## config.mk

```make
export PLATFORM = sky130hd
export DESIGN_NAME = ball_physics_engine
export DESIGN_NICKNAME = d
export VERILOG_FILES = /design/src/rtl/pong_pkg.sv /design/src/rtl/frame_tick_counter.sv /design/src/rtl/ball_physics_engine.sv
export SDC_FILE = /design/constraint.sdc
export NUM_CORES = 1
export LEC_CHECK = 0
export CORE_ASPECT_RATIO = 1.5
export CORE_MARGIN = 2
export CORE_UTILIZATION = 53
export CTS_CLUSTER_DIAMETER = 50
export DETAILED_ROUTE_END_ITERATION = 16
export PLACE_DENSITY = 0.9
export SKIP_LAST_GASP = 1
export SLEW_MARGIN = 10
export SYNTH_ARGS = -nofsm -noshare
export SYNTH_HDL_FRONTEND = slang
export SYNTH_HIERARCHICAL = 1
export SYNTH_SLANG_ARGS = --single-unit
```

## constraint.sdc

```tcl
create_clock -name clock -period 3.05 [get_ports clock]
set_input_delay 0.61 -clock clock [delete_from_list [all_inputs] [get_ports clock]]
set_output_delay 0.61 -clock clock [all_outputs]
set_load 0.02 [all_outputs]
```

## src/rtl/pong_pkg.sv

```systemverilog
// -----------------------------------------------------------------------------
// pong_pkg
// Shared types and constants for the pong datapath blocks (ball engine and
// paddle location processors).
//   state_t    : ball engine FSM states
//   dir_t      : per-axis direction of travel
//   DEF_*      : default screen / paddle / ball geometry
//   ext9       : zero-extend a 9-bit coordinate into the signed 11-bit domain
//   step_coord : advance a coordinate by +/- step in the signed 11-bit domain
// -----------------------------------------------------------------------------
package pong_pkg;

    typedef enum logic [1:0] {
        S_SERVE                 = 2'd0,
        S_WAIT_TRANSACTION      = 2'd1,
        S_UPDATE_POSITION       = 2'd2,
        S_WAIT_FRAME_RATE_COUNT = 2'd3
    } state_t;

    typedef enum logic {
        INCREASE = 1'b0,
        DECREASE = 1'b1
    } dir_t;

    localparam logic [8:0]  DEF_BALL_SIZE        = 9'd4;
    localparam logic [8:0]  DEF_PADDLE_WIDTH     = 9'd10;
    localparam logic [8:0]  DEF_PADDLE_HEIGHT    = 9'd48;
    localparam logic [8:0]  DEF_LEFT_PADDLE_X    = 9'd0;
    localparam logic [8:0]  DEF_RIGHT_PADDLE_X   = 9'd310;
    localparam logic [8:0]  DEF_SCREEN_WIDTH     = 9'd320;
    localparam logic [8:0]  DEF_SCREEN_HEIGHT    = 9'd240;
    localparam logic [31:0] DEF_FRAME_RATE_COUNT = 32'd3333332;

    function automatic logic signed [10:0] ext9(input logic [8:0] v);
        return $signed({2'b00, v});
    endfunction

    function automatic logic signed [10:0] step_coord(
        input logic [8:0] pos,
        input dir_t       dir,
        input logic [8:0] step
    );
        return (dir == INCREASE) ? ext9(pos) + ext9(step)
                                 : ext9(pos) - ext9(step);
    endfunction

endpackage

```

## src/rtl/frame_tick_counter.sv

```systemverilog
// -----------------------------------------------------------------------------
// frame_tick_counter
// Saturating cycle counter used to pace updates to the frame rate.
//   clock    : system clock
//   reset_n  : asynchronous active-low reset
//   i_clear  : synchronous clear (count returns to 0 on the next edge)
//   o_done   : count has reached FRAME_RATE_COUNT (stays high until cleared)
// -----------------------------------------------------------------------------
module frame_tick_counter #(
    parameter logic [31:0] FRAME_RATE_COUNT = 32'd3333332
) (
    input  logic clock,
    input  logic reset_n,
    input  logic i_clear,
    output logic o_done
);

    logic [31:0] r_count;

    always_ff @(posedge clock or negedge reset_n) begin
        if (!reset_n) begin
            r_count <= '0;
        end else if (i_clear) begin
            r_count <= '0;
        end else if (r_count != FRAME_RATE_COUNT) begin
            r_count <= r_count + 32'd1;
        end
    end

    assign o_done = (r_count == FRAME_RATE_COUNT);

endmodule

```

## src/rtl/ball_physics_engine.sv

```systemverilog
// -----------------------------------------------------------------------------
// ball_physics_engine
// Moves the ball once per frame tick, reflects it off the top/bottom walls and
// off either paddle, flags a point when a paddle is missed and re-centres the
// ball until the next serve. Offers each position to the drawer via
// m_valid/m_ready.
//   clock, reset_n          : clock, asynchronous active-low reset
//   in_color / out_color    : ball colour, passed straight through
//   left_paddle_y           : top y of left paddle (used during the update)
//   right_paddle_y          : top y of right paddle (used during the update)
//   serve                   : starts play while waiting to serve
//   m_ready / m_valid       : drawer handshake for the current position
//   box_x, box_y            : registered ball top-left corner
//   score_left/score_right  : one-cycle point pulses
// -----------------------------------------------------------------------------
module ball_physics_engine
    import pong_pkg::*;
#(
    parameter logic [8:0]  BALL_SIZE        = DEF_BALL_SIZE,
    parameter logic [8:0]  PADDLE_WIDTH     = DEF_PADDLE_WIDTH,
    parameter logic [8:0]  PADDLE_HEIGHT    = DEF_PADDLE_HEIGHT,
    parameter logic [8:0]  LEFT_PADDLE_X    = DEF_LEFT_PADDLE_X,
    parameter logic [8:0]  RIGHT_PADDLE_X   = DEF_RIGHT_PADDLE_X,
    parameter logic [8:0]  SCREEN_WIDTH     = DEF_SCREEN_WIDTH,
    parameter logic [8:0]  SCREEN_HEIGHT    = DEF_SCREEN_HEIGHT,
    parameter logic [8:0]  STEP_X           = 9'd1,
    parameter logic [8:0]  STEP_Y           = 9'd1,
    parameter logic [31:0] FRAME_RATE_COUNT = DEF_FRAME_RATE_COUNT
) (
    input  logic       clock,
    input  logic       reset_n,
    input  logic [2:0] in_color,
    input  logic [8:0] left_paddle_y,
    input  logic [8:0] right_paddle_y,
    input  logic       serve,
    input  logic       m_ready,
    output logic       m_valid,
    output logic [8:0] box_x,
    output logic [8:0] box_y,
    output logic [2:0] out_color,
    output logic       score_left,
    output logic       score_right
);

    localparam logic [8:0] CX      = 9'((SCREEN_WIDTH  - BALL_SIZE) >> 1);
    localparam logic [8:0] CY      = 9'((SCREEN_HEIGHT - BALL_SIZE) >> 1);
    localparam logic [8:0] LE      = 9'(LEFT_PADDLE_X + PADDLE_WIDTH);
    localparam logic [8:0] X_RIGHT = 9'(RIGHT_PADDLE_X - BALL_SIZE);
    localparam logic [8:0] Y_BOT   = 9'(SCREEN_HEIGHT - BALL_SIZE);

    state_t r_state, w_state_next;
    logic [8:0] r_x, r_y, w_x_next, w_y_next, w_y_res;
    dir_t r_vx, r_vy, w_vx_next, w_vy_next, w_vy_res;
    logic r_score_left, r_score_right, w_score_left, w_score_right;
    logic w_frame_done, w_clear;
    logic signed [10:0] w_nx, w_ny;
    logic w_hit_l, w_hit_r;

    frame_tick_counter #(
        .FRAME_RATE_COUNT(FRAME_RATE_COUNT)
    ) u_frame_tick_counter (
        .clock  (clock),
        .reset_n(reset_n),
        .i_clear(w_clear),
        .o_done (w_frame_done)
    );

    // Counter is held at zero until the drawer accepts, so each frame interval
    // starts at the handshake.
    assign w_clear = (r_state == S_SERVE) || (r_state == S_WAIT_TRANSACTION);

    assign w_nx = step_coord(r_x, r_vx, STEP_X);
    assign w_ny = step_coord(r_y, r_vy, STEP_Y);

    assign w_hit_l = (ext9(r_y) + ext9(BALL_SIZE) > ext9(left_paddle_y)) &&
                     (ext9(r_y) < ext9(left_paddle_y) + ext9(PADDLE_HEIGHT));
    assign w_hit_r = (ext9(r_y) + ext9(BALL_SIZE) > ext9(right_paddle_y)) &&
                     (ext9(r_y) < ext9(right_paddle_y) + ext9(PADDLE_HEIGHT));

    // Next-state logic
    always_comb begin
        w_state_next = r_state;
        case (r_state)
            S_SERVE: begin
                if (serve) w_state_next = S_WAIT_TRANSACTION;
            end
            S_WAIT_TRANSACTION: begin
                if (m_ready) w_state_next = S_UPDATE_POSITION;
            end
            S_UPDATE_POSITION: begin
                if (w_score_left || w_score_right) w_state_next = S_SERVE;
                else if (w_frame_done)             w_state_next = S_WAIT_TRANSACTION;
                else                               w_state_next = S_WAIT_FRAME_RATE_COUNT;
            end
            S_WAIT_FRAME_RATE_COUNT: begin
                if (w_frame_done) w_state_next = S_WAIT_TRANSACTION;
            end
            default: w_state_next = S_SERVE;
        endcase
    end

    // Datapath: both axes resolve independently; a score overrides the Y result.
    always_comb begin
        w_x_next      = r_x;
        w_y_next      = r_y;
        w_vx_next     = r_vx;
        w_vy_next     = r_vy;
        w_score_left  = 1'b0;
        w_score_right = 1'b0;
        w_y_res       = w_ny[8:0];
        w_vy_res      = r_vy;

        if (w_ny < 0) begin
            w_y_res  = '0;
            w_vy_res = INCREASE;
        end else if (w_ny + ext9(BALL_SIZE) > ext9(SCREEN_HEIGHT)) begin
            w_y_res  = Y_BOT;
            w_vy_res = DECREASE;
        end

        if (r_state == S_UPDATE_POSITION) begin
            w_x_next  = w_nx[8:0];
            w_y_next  = w_y_res;
            w_vy_next = w_vy_res;

            if ((r_vx == DECREASE) && (w_nx < ext9(LE))) begin
                if (w_hit_l) begin
                    w_x_next  = LE;
                    w_vx_next = INCREASE;
                end else begin
                    w_score_right = 1'b1;
                end
            end else if ((r_vx == INCREASE) &&
                         (w_nx + ext9(BALL_SIZE) > ext9(RIGHT_PADDLE_X))) begin
                if (w_hit_r) begin
                    w_x_next  = X_RIGHT;
                    w_vx_next = DECREASE;
                end else begin
                    w_score_left = 1'b1;
                end
            end

            if (w_score_left || w_score_right) begin
                w_x_next  = CX;
                w_y_next  = CY;
                w_vy_next = r_vy;
                // Serve toward the player who conceded.
                w_vx_next = w_score_right ? DECREASE : INCREASE;
            end
        end
    end

    // Register block
    always_ff @(posedge clock or negedge reset_n) begin
        if (!reset_n) begin
            r_state       <= S_SERVE;
            r_x           <= CX;
            r_y           <= CY;
            r_vx          <= INCREASE;
            r_vy          <= INCREASE;
            r_score_left  <= 1'b0;
            r_score_right <= 1'b0;
        end else begin
            r_state       <= w_state_next;
            r_x           <= w_x_next;
            r_y           <= w_y_next;
            r_vx          <= w_vx_next;
            r_vy          <= w_vy_next;
            r_score_left  <= w_score_left;
            r_score_right <= w_score_right;
        end
    end

    // Outputs
    always_comb begin
        m_valid = (r_state == S_WAIT_TRANSACTION);
    end

    assign box_x       = r_x;
    assign box_y       = r_y;
    assign out_color   = in_color;
    assign score_left  = r_score_left;
    assign score_right = r_score_right;

endmodule
```

==> flow_summary.toml, run 1 <==
[timing]
setup_slack_ns = -0.264
setup_tns_ns = -2.35
rsz0062_at_grt = "yes"
period_share_pct = 109
max-slew-margin-rel_pct = 48.7
min_period_ns = 3.31
hold_violations = 0
finClkSkew_ns = 0.00782
hold_ws_ns = 0.274
final_max_slew_viol_count = 0
setup_viol = 18
fmax_mhz = 302
tightestPinTransition_ns = 0.769

[logic_synthesis]
ys_dominant_reg_cell = "dfrtp_1"
ys_ff_latch = 56
syn_area_um2 = 4910
yosysMostFrequentCell = "nor2_1"
synth_cells = 570
syn_area_per_cell_um2 = 8.62
synth_compound_area_share_pct = 17.4
synth_fp_nets = 643
synth_edf_count = 0
ys_types = 75
synth_top_family_by_area = "simple AND/OR/NAND/NOR gates"
async_reset_ff_share_pct = 100
synth_top_area_share_pct = 23.4
synth_xor_area_share_pct = 6.36
yosysSeqAreaShare_pct = 28.8
synth_top_area_cell = "dfrtp_1"
yosysWarnings = 6
yosys-top-cells-count = "nor2_1 (51), ha_1 (48), dfrtp_1 (46), inv_1 (44), nand2_1 (36)"
synth.area.top_cells = "dfrtp_1 (23%), ha_1 (12%), dfstp_2 (5.3%)"
synth-simple-area-share_pct = 25.9
synthAdderAreaFrac_pct = 12.2
synthMuxAreaShare_pct = 3.36

[status]
run_status = "finished with violations"
violations = "negative setup slack"

[setup_path]
critPathLaunchType = "flop"
cp_top_family = "compound AO/OA/AOI/OAI gates"
crit_path_frequent_cell = "nand2_2"
critPathKind = "flop to flop"
crit_arrival_ns = 3.52
end_kind = "flop"
slowest_stage = "dfstp_2"
crit_path_max_fanout = 6
r2r_slack_ns = -0.26
cp_cell_sequence = "ha_4, nand3_2, xnor2_2, buf_4, ha_1, nand2_2, a211oi_2, o21ai_1, a2bb2oi_2, a22oi_2, a311oi_4, nand2_2, buf_6, o22ai_1"
critical_path.max_stage_delay_ns = 0.63
required_ns = 3.25
crit_buf_inv = 2

[finish]
fin_cells = 784
register_area_um2 = 1410
antenna_cells = 0
fin_nets = 744
multi_input_area_um2 = 3430
areaGrowthSynthToFinish_pct = 28.1
design_area_um2 = 6300
fillers = 648
final_util_pct = 68.8
drive_above_1_share_pct = 23.2

[global_route]
grt_use_total_pct = 28.4
grt_pass1_vias = 4971
antenna_found_initial = 0
grt_max_degree = 44
grt_pass1_wl_um = 22500
overflow = 0

[power_and_ir_drop]
p_per_area_nw_per_um2 = 781
switching_share_pct = 44.6
clkPwrFrac_pct = 13.5
power_switching_mw = 2.19
internal-power_mw = 2.72
power_frac_comb_pct = 62.8
peakVddDrop_mv = 0.526
seqPwrFrac_pct = 23.8
p_leak_nw = 2.71
power_mw = 4.92

[placed_design]
dp.cells = 768
hpwl_um = 10300
gp_congestion = 0.911
post_dp_cell_area_um2 = 5890
pre_cts_slack_ns = -0.571
io_buffers = 42

[detailed_routing]
wl_per_cell_um = 18.4
vias_per_cell = 6.34
drtIter0Drc = 503
vias = 4974
drt_wl_total_um = 14400
firstDrtPassIters = 6
ant_nets = 0
drc_errors = 0

[floorplan]
die_w_um = 82.6
dieArea_um2 = 10100
coreArea_um2 = 9150
initial_utilization_pct = 53.7
num_rows = 43
ios = 49
die-height_um = 122

[clock_tree]
path_clk_slew_ns = 0.07
clockRootBuffer = "clkbuf_16"
h-tree-depth = 2
clkLatencyLatePin_ns = 0.30
clockBufferDepth = 2
postCtsHoldBufs = 0
cts_buffers = 5
cts_tree = "yes"
clock-sinks = 56

[job]
maxCapViolCount = 0

[worst_hold_path]
min_path_type = "input port to asynchronous set/reset pin"
==> cell families after synthesis <==
logic type,after synthesis
compound gates,121
fa+ha+maj,48
mux,15
simple gates,230
flops,56
buf+inv,66
xor+xnor,34
==> area by class of cell <==
class,count,share of cell area [%]
Timing Repair Buffer,115,15.4
Sequential cell,56,22.5
Clock inverter,2,0.616
Tap cell,112,2.23
Clock buffer,6,2.05
Inverter,45,2.68
Multi-Input combinational cell,448,54.5
==> flip-flops by register name, indices dropped and copies added, names as in the netlist <==
register / flops
u_frame_tick_counter/r_count: 32
box_x: 9
box_y: 9
r_state: 2
r_vx: 1
r_vy: 1
score_left: 1
score_right: 1
==> cell usage in the layout, fill, tap and decap left out, types with 14 or more instances in the layout <==
cell             netlist  layout
a21oi_1               27      25
buf_4                  3      71
clkdlybuf4s50_1        0      38
dfrtp_1               46      46
ha_1                  48      42
inv_1                 44      42
nand2_1               36      33
nand3_1               16      14
nand4_1               16      16
nor2_1                51      50
nor3_1                23      21
o21ai_0               23      21
xnor2_1               24      23
==> worst paths after layout <==
check	startpoint	endpoint	cells after the start
max reg2reg	box_y[2]	box_y[3]	14
min reg2reg	box_y[1]	box_y[1]	2
max in group asynchronous	reset_n	box_x[1]	2
min	reset_n	u_frame_tick_counter/r_count[8]	1
min in group clock	box_y[1]	box_y[1]	2
max	box_y[2]	box_y[3]	14
==> power groups by stage <==
stage	Clock [mW]	Combinational, mW	Sequential [mW]
2_1_floorplan	0	1.66	1.20
3_5_place_dp	0	2.70	1.16
6_report	0.662	3.09	1.17
4_1_cts	0.677	2.80	1.15
5_1_grt	0.708	3.32	1.19
3_3_place_gp	0	2.58	1.16
==> routing by layer <==
layer / track usage (%) / vias up / wire length, µm
li1: - / 2290 / -
met1: 32.2 / 2399 / 5350
met2: 49.2 / 214 / 7500
met3: 5.78 / 71 / 850
met4: 14.2 / 0 / 713
met5: 0 / - / 0
==> timing repair <==
action                                  CTS  global route
gates cloned                              0             0
endpoints found under the setup margin   17            21
setup buffers                             3             5
gates resized for setup                  11            30
pin swaps                                14            21
Note: power is estimated with default switching activity, not from simulation.
==> run 2: changes to the inputs <==
--- a/config.mk
+++ b/config.mk
@@ -5,12 +5,15 @@
 export SDC_FILE = /design/constraint.sdc
 export NUM_CORES = 1
 export LEC_CHECK = 0
+export CELL_PAD_IN_SITES_DETAIL_PLACEMENT = 0
+export CELL_PAD_IN_SITES_GLOBAL_PLACEMENT = 1
 export CORE_ASPECT_RATIO = 1.5
 export CORE_MARGIN = 2
-export CORE_UTILIZATION = 53
+export CORE_UTILIZATION = 44
 export CTS_CLUSTER_DIAMETER = 50
 export DETAILED_ROUTE_END_ITERATION = 16
-export PLACE_DENSITY = 0.9
+export PLACE_DENSITY = 0.93
+export SKIP_CTS_REPAIR_TIMING = 1
 export SKIP_LAST_GASP = 1
 export SLEW_MARGIN = 10
 export SYNTH_ARGS = -nofsm -noshare
==> constraint.sdc (replaced) <==
create_clock -name clock -period 3.23 [get_ports clock]
set_input_delay 0.646 -clock clock [delete_from_list [all_inputs] [get_ports clock]]
set_output_delay 0.646 -clock clock [all_outputs]
set_load 0.02 [all_outputs]
==> run 2 against run 1 <==
Register-to-register slack gained 0.17 ns; the flow still finishes with violations (negative setup slack); utilization decreased by 9.9 points; via count shrank 3.7%; worst setup slack better by 0.17 ns; die area is 20% higher; maximum frequency shrank 0.37%; cell count is 3.7% higher; worst hold slack better by 0.28 ns; global-route usage is 7.0 points lower.
==> flow_summary.toml, run 2 (same netlist as run 1, synthesis figures left out) <==
[status]
run_status = "finished with violations"
violations = "negative setup slack"

[clock_tree]
cts_buffers = 5
clockBufferDepth = 2
h-tree-depth = 2
clkLatencyLatePin_ns = 0.29
cts_tree = "yes"
clock-sinks = 56
path_clk_slew_ns = 0.07
clockRootBuffer = "clkbuf_16"

[detailed_routing]
wl_per_cell_um = 17.3
drc_errors = 0
firstDrtPassIters = 4
ant_nets = 0
vias_per_cell = 5.89
drtIter0Drc = 192
drt_wl_total_um = 14100
vias = 4788

[power_and_ir_drop]
p_leak_nw = 2.71
power_mw = 4.54
p_per_area_nw_per_um2 = 704
peakVddDrop_mv = 0.420

[finish]
areaGrowthSynthToFinish_pct = 31.2
largest_register_ffs = 32
layout_commonest_cell = "buf_4"
top_register = "u_frame_tick_counter/r_count"
antenna_cells = 0
fin_nets = 739
layout_common_cells = "buf_4 (60), nor2_1 (48), dfrtp_1 (44), inv_1 (41)"
drive_above_1_share_pct = 24.9

[floorplan]
coreArea_um2 = 10900
ios = 49
dieArea_um2 = 12000
die-height_um = 133
die_w_um = 90.3
initial_utilization_pct = 44.9
num_rows = 47

[setup_path]
critPathLaunchType = "flop"
critPathLaunch = "box_y[2]"
r2r_slack_ns = -0.1
cp_cell_sequence = "ha_4, nand3_4, xnor2_4, ha_4, or4_4, o221ai_2, o21bai_1, a211o_1, a221oi_4, a311oi_4, buf_6, a31oi_4, o22ai_2"
critPathKind = "flop to flop"
slowest_stage = "dfstp_2"
rr_worst_depth = 13
crit_path_frequent_cell = "ha_4"
endpoint = "r_state[1]"
r2r_end = "r_state[1]"
end_kind = "flop"
crit_path_max_fanout = 7
required_ns = 3.39
r2r_start = "box_y[2]"
crit_arrival_ns = 3.49
critical_path.max_stage_delay_ns = 0.65

[timing]
fmax_mhz = 301
rsz0062_at_grt = "yes"
min_period_ns = 3.33
hold_violations = 0
tightestPinTransition_ns = 1.09
finClkSkew_ns = 0.00606
setup_slack_ns = -0.0962
setup_tns_ns = -0.643
period_share_pct = 103
setup_viol = 13
final_max_slew_viol_count = 0
max-slew-margin-rel_pct = 27.5

[placed_design]
hpwl_um = 10100
io_buffers = 42
gp_congestion = 0.892

[global_route]
antenna_found_initial = 0
overflow = 0
grt_max_degree = 49
grt_use_total_pct = 21.4
grt_pass1_wl_um = 21600
grt_pass1_vias = 4720

[worst_hold_path]
min_path_type = "input port to asynchronous set/reset pin"

[job]
maxCapViolCount = 0
-- run 2: per-stage QoR --
step	hold WS (ns)	setup WS [ns]	util [%]	std cells	cell area [µm²]
4_1_cts	0.562	-0.223	54.1	795	5910
2_1_floorplan	0.350	0.00847	-	570	4940
6_report	0.555	-0.0962	59.0	813	6450
5_1_grt	0.596	-0.217	59.0	813	6450
3_3_place_gp	0.528	-0.298	52.8	788	5780
3_5_place_dp	0.549	-0.388	52.8	788	5780
-- run 2: cell type report --
cell class | instances | area, µm²
Clock inverter | 1 | 5.00
Timing Repair Buffer | 109 | 950
Sequential cell | 56 | 1420
Clock buffer | 6 | 129
Inverter | 45 | 169
Tap cell | 147 | 184
Fill cell | 930 | 4490
Multi-Input combinational cell | 449 | 3600
-- run 2: worst max-delay path: cells and delay by family (launching register included) --
family,cells,cell delay (ns)
xor gates and xnor gates,1,0.18
buffers and inverters,1,0.18
adders and majority gates,2,0.36
DFF,1,0.65
and+or+nand+nor,2,0.57
AOI/OAI and AO/OA,7,1.25
-- run 2: worst min path at each step --
| stage | from | to | slack, ns | cells after the start |
|---|---|---|---|---|
| after floorplan | reset_n | box_x[0] | 0.35 | 0 |
| after global placement | u_frame_tick_counter/r_count[14] | u_frame_tick_counter/r_count[14] | 0.53 | 2 |
| after detailed placement | u_frame_tick_counter/r_count[14] | u_frame_tick_counter/r_count[14] | 0.55 | 2 |
| after CTS | box_x[1] | box_x[1] | 0.56 | 2 |
| after global routing | u_frame_tick_counter/r_count[14] | u_frame_tick_counter/r_count[14] | 0.60 | 2 |
| final | reset_n | u_frame_tick_counter/r_count[8] | 0.55 | 1 |
-- run 2: metal layers --
metal	up-vias	global-route usage (%)	wire length, µm	part of all wire, %
met1	2345	23.3	5410	38
met5	-	0	0	0
met4	0	7.61	483	3.4
met3	39	2.77	508	3.6
met2	127	41.7	7680	55
li1	2277	-	-	-
-- run 2: report_power, final --
group / total, mW / internal [mW] / leakage [nW] / switching [mW]
Clock: 0.526 / 0.283 / 0.0667 / 0.243
Sequential: 1.14 / 0.863 / 0.730 / 0.275
Combinational: 2.88 / 1.37 / 1.92 / 1.51
Total: 4.54 / 2.52 / 2.71 / 2.02
==> run 3: changes to the inputs <==
--- a/config.mk
+++ b/config.mk
@@ -11,6 +11,7 @@
 export CORE_MARGIN = 2
 export CORE_UTILIZATION = 44
 export CTS_CLUSTER_DIAMETER = 50
+export CTS_CLUSTER_SIZE = 20
 export DETAILED_ROUTE_END_ITERATION = 16
 export PLACE_DENSITY = 0.93
 export SKIP_CTS_REPAIR_TIMING = 1
==> results of run 3 <==
Same layout as run 2: the final DEF is identical, and so are final timing and power.
